### src/rtl/dispatch_queue.sv
// dispatch_queue: multi-push multi-pop circular FIFO with all-or-nothing push admission
module dispatch_queue #(
  parameter int DATA_W = 64,
  parameter int DEPTH  = 8,
  parameter int PUSH_N = 4,
  parameter int POP_N  = 2
) (
  input  logic                           clk,
  input  logic                           rst,
  input  logic                           flash,
  input  logic                           stall,
  input  logic [PUSH_N*DATA_W-1:0]       in_data,
  input  logic [$clog2(PUSH_N+1)-1:0]    in_num,
  input  logic [$clog2(POP_N+1)-1:0]     pop_num,
  output logic [POP_N*DATA_W-1:0]        out_data,
  output logic [POP_N-1:0]               out_valid,
  output logic [$clog2(DEPTH+1)-1:0]     size,
  output logic [$clog2(DEPTH+1)-1:0]     size_left,
  output logic                           push_reject
);
  localparam int PW = $clog2(DEPTH);
  localparam int CW = $clog2(DEPTH + 1);
  localparam int IW = $clog2(PUSH_N + 1);
  logic [DATA_W-1:0] mem [DEPTH];
  logic [PW-1:0] head, tail;
  logic [CW-1:0] count, push_cnt, pop_cnt;
  assign size        = count;
  assign size_left   = CW'(DEPTH) - count;
  assign push_reject = CW'(in_num) > size_left;
  assign push_cnt    = push_reject ? '0 : CW'(in_num);
  assign pop_cnt     = stall ? '0 : ((CW'(pop_num) < count) ? CW'(pop_num) : count);
  for (genvar k = 0; k < POP_N; k++) begin : g_out
    assign out_valid[k]                  = CW'(k) < count;
    assign out_data[k*DATA_W +: DATA_W]  = out_valid[k] ? mem[head + PW'(k)] : '0;
  end
  always_ff @(posedge clk)
    for (int i = 0; i < PUSH_N; i++)
      if (!rst && !flash && !push_reject && IW'(i) < in_num)
        mem[tail + PW'(i)] <= in_data[i*DATA_W +: DATA_W];
  always_ff @(posedge clk)
    if (rst || flash) begin
      head  <= '0;
      tail  <= '0;
      count <= '0;
    end else begin
      head  <= head + PW'(pop_cnt);
      tail  <= tail + PW'(push_cnt);
      count <= count + push_cnt - pop_cnt;
    end
endmodule

### config.mk
export PLATFORM = sky130hd
export DESIGN_NAME = dispatch_queue
export DESIGN_NICKNAME = d
export VERILOG_FILES = /design/src/rtl/dispatch_queue.sv
export SDC_FILE = /design/constraint.sdc
export NUM_CORES = 2
export LEC_CHECK = 0
export BUFFER_PORTS_ARGS = -buffer_cell sky130_fd_sc_hd__buf_2
export CAP_MARGIN = 40
export CELL_PAD_IN_SITES_DETAIL_PLACEMENT = 1
export CELL_PAD_IN_SITES_GLOBAL_PLACEMENT = 2
export CORE_MARGIN = 10
export CORE_UTILIZATION = 35
export DETAILED_ROUTE_END_ITERATION = 10
export GPL_TIMING_DRIVEN = 0
export PLACE_DENSITY_LB_ADDON = 0.1
export SETUP_SLACK_MARGIN = 0.5
export SYNTH_ARGS = -nofsm -noshare
export SYNTH_HDL_FRONTEND = slang
export SYNTH_SLANG_ARGS = --single-unit
### constraint.sdc
create_clock -name clk -period 7.6 [get_ports clk]
set_input_delay 0.76 -clock clk [delete_from_list [all_inputs] [get_ports clk]]
set_output_delay 0.76 -clock clk [all_outputs]
set_load 0.01 [all_outputs]
==> metrics.txt <==
RR Endpoint=mem[6][29]; Overall Power=16.61 mW; top_reg_cell synth=edfxtp_1; worst min-delay path category=in2reg; slowest CP cell=clkbuf_1; R2R depth=17; Required @ worst endpoint=7.95 ns; Max stage delay on crit path=0.66 ns; final period utilization=90.01%; Post-DRT Antenna Nets=0; commonest non-fill, non-tap cell in the layout=a21oi_1; share of cells above drive strength 1=19.09%; Rows=130; number of CTS-inserted buffers=69; Clock Sinks=522; Slew headroom=22.71%; slew at the pin with the worst max-slew slack=1.159 ns; Initial Utilization=35.22%; largest net degree at the start of global routing=21; syn avg cell area=9.104 um2; Max rail drop VDD=0.1867 mV; async set or reset register ratio after synthesis=0%; GPL Wtd Cong=0.9916; commonest non-fill, non-tap cells in the layout=709 x a21oi_1, 512 x edfxtp_1, 458 x nor3_1, 447 x clkbuf_1, 435 x buf_2; Post-synth EDFFs=512; number of post-CTS setup repair buffers=0; nets=5681; # DRC=0; CTS clk-pin slew, worst paths=0.05 ns; Synth area leaders=edfxtp_1 35%, mux4_2 13%, a21oi_1 8.0%; Mapped Cells=4865; GRT met1 Usage=46.24%; Final Util=41.67%; initial antenna violation count=45; Vias per Instance=6.920; Crit. End Element=flip-flop; top cell type's share of synthesized area=34.71%; crit path launch type=flip-flop; Fin. Hold Viols=0; met2 Resource Use GR=61.50%; GRT Total Usage=38.75%; crit path DAT=7.19 ns; critical path class=reg2reg; DRT iter0 DRCs=6387; I/O Pins=404; Peak Freq=146.2 MHz; Layout Area Growth over Synthesis=18.31%; routed vias=49300; outcome=finished, final reports clean; chip width=375.7 um; min Tclk post-route=6.841 ns; Core Box Area=0.1257 mm2; Synth Register Bits=522; GR Layer Usage met3=10.56%; WL final=285100 um; count of max-cap constraint violations=0; DRT Pass-1 Iters=7; Final Setup Violations=0; clock skew=0.01966 ns; CP dominant cell by count=clkbuf_1; # hold bufs at CTS=0; crit path cell chain=buf_2 -> inv_1 -> buf_2 -> clkbuf_1 -> buf_8 -> clkbuf_1 -> clkbuf_1 -> ha_1 -> clkbuf_1 -> buf_6 -> clkbuf_2 -> clkbuf_1 -> clkbuf_2 -> nand2_1 -> o21ai_4 -> buf_12 -> buf_12; clk_lat worst skew=0.68 ns; end point of the critical path=mem[6][29]; hpwl dp=221800 um; CP startpoint=tail[0]; Ys Warns=0; post-synthesis sequential area ratio=35.17%; first-pass GRT wire length=391600 um; leading area contributor after synthesis=edfxtp_1; Mapped Area=0.04429 mm2; die area=0.1412 mm2; RSZ-0062 raised after global routing=false; Worst R2R Start=tail[0]; Max Slew Vio Count=0; routed len/inst=40.01 um; Netlist cell types=58; Die H=375.7 um; CTS tree=done; port bufs=344; global route overflow=0; CTS H-Tree Depth=3; busiest grt layer=met2; vias in the first global route=49670; Syn Nets=5149; Crit Path Max Fanout=17; CTS Buffer Depth=3; r2r setup slk=0.76 ns; P_leak=16.84 nW; clock root buffer=clkbuf_16; Power Density=317.0 mW/mm2
synth_stat cells (3+ instances only):
| cell | number |
|---|---|
| a211oi_1 | 5 |
| o22ai_1 | 4 |
| nand2_1 | 269 |
| a2bb2oi_1 | 192 |
| ha_1 | 14 |
| or3_1 | 65 |
| buf_2 | 91 |
| nor3_1 | 458 |
| mux4_2 | 256 |
| buf_4 | 29 |
| xnor2_1 | 8 |
| o311ai_2 | 3 |
| nor3_2 | 3 |
| clkbuf_2 | 58 |
| buf_6 | 3 |
| o31ai_1 | 65 |
| inv_1 | 20 |
| dfxtp_1 | 10 |
| o22a_1 | 256 |
| edfxtp_1 | 512 |
| mux2i_1 | 66 |
| nor2b_1 | 64 |
| nand3_1 | 10 |
| nand2b_1 | 3 |
| xor2_1 | 5 |
| a21boi_0 | 166 |
| o21ai_0 | 322 |
| a21oi_1 | 709 |
| fa_1 | 5 |
| o32ai_4 | 4 |
| a21boi_1 | 90 |
| clkbuf_1 | 446 |
| and2_1 | 5 |
| o21ai_1 | 196 |
| a32oi_1 | 65 |
| nor2_1 | 332 |
| buf_1 | 27 |
cell families after synthesis:
family	Yosys count	share of synthesized area, %
AOI/OAI and AO/OA	2092	30.34
and+or+nand+nor	1219	12.59
buffers and inverters	676	6.447
DFF	522	35.17
muxes	322	14.51
adders and majority gates	19	0.6215
xor gates and xnor gates	14	0.3192
other	1	0.008467
critical path: cells and delay by family (launching register included):
family                     cells  cell delay, ns
AOI/OAI and AO/OA              1            0.35
and+or+nand+nor                1            0.16
DFF                            1            0.33
buffers and inverters         14            5.29
adders and majority gates      1            0.26
registers in the layout, summed over array words and instances (netlist names):
signal and flops:
tail 3, mem 512, head 3, size 4
metal layers:
metal	routed length, um	vias to the layer above
li1	-	19950
met1	105000	24880
met2	129300	3443
met3	29670	981
met4	20780	46
met5	307	-
power breakdown:
| group | switching, mW | leakage [nW] | total, mW | internal, mW |
|---|---|---|---|---|
| Combinational | 6.50 | 11.0 | 9.24 | 2.74 |
| Sequential | 0.207 | 4.74 | 3.95 | 3.74 |
| Clock | 1.44 | 1.07 | 3.42 | 1.97 |
per-stage QoR:
step	worst slack, ns	instance area [um2]	hold slack [ns]	instances	setup TNS [ns]
after global placement	-6.100	48070	0.5997	6859	-2931.24
after global routing	0.7340	52340	0.5615	7102	0
after CTS	0.6934	52320	0.5502	7093	0
after floorplan	1.313	44290	0.5746	4865	0
after detailed placement	0.7455	50130	0.6259	6976	0
final	0.7593	52400	0.5556	7124	0
worst min path at each step:
stage / startpoint / endpoint / slack, ns / cells past startpoint
2_1_floorplan: tail[0] / tail[0] / 0.57 / 2
3_3_place_gp: tail[0] / tail[0] / 0.60 / 2
5_1_grt: in_data[10] / mem[1][10] / 0.56 / 3
4_1_cts: stall / head[1] / 0.55 / 4
6_report: stall / head[1] / 0.56 / 4
3_5_place_dp: tail[0] / tail[0] / 0.63 / 2
what timing repair did:
item	4_1_cts	5_1_grt
endpoints found under the hold margin	0	0
resized for setup	0	2
endpoints found under the setup margin	0	53
cell type report:
| cell class | instances | area (um2) |
|---|---|---|
| antenna | 31 | 77.57 |
| inverter | 22 | 82.58 |
| multi-input combinational | 3667 | 25990 |
| fill | 14610 | 73340 |
| timing repair buffer | 461 | 3622 |
| buffer | 654 | 2790 |
| clock buffer | 86 | 1833 |
| clock inverter | 31 | 360.3 |
| tap | 1650 | 2064 |
| sequential | 522 | 15570 |
(Power assumes the default switching activity.)
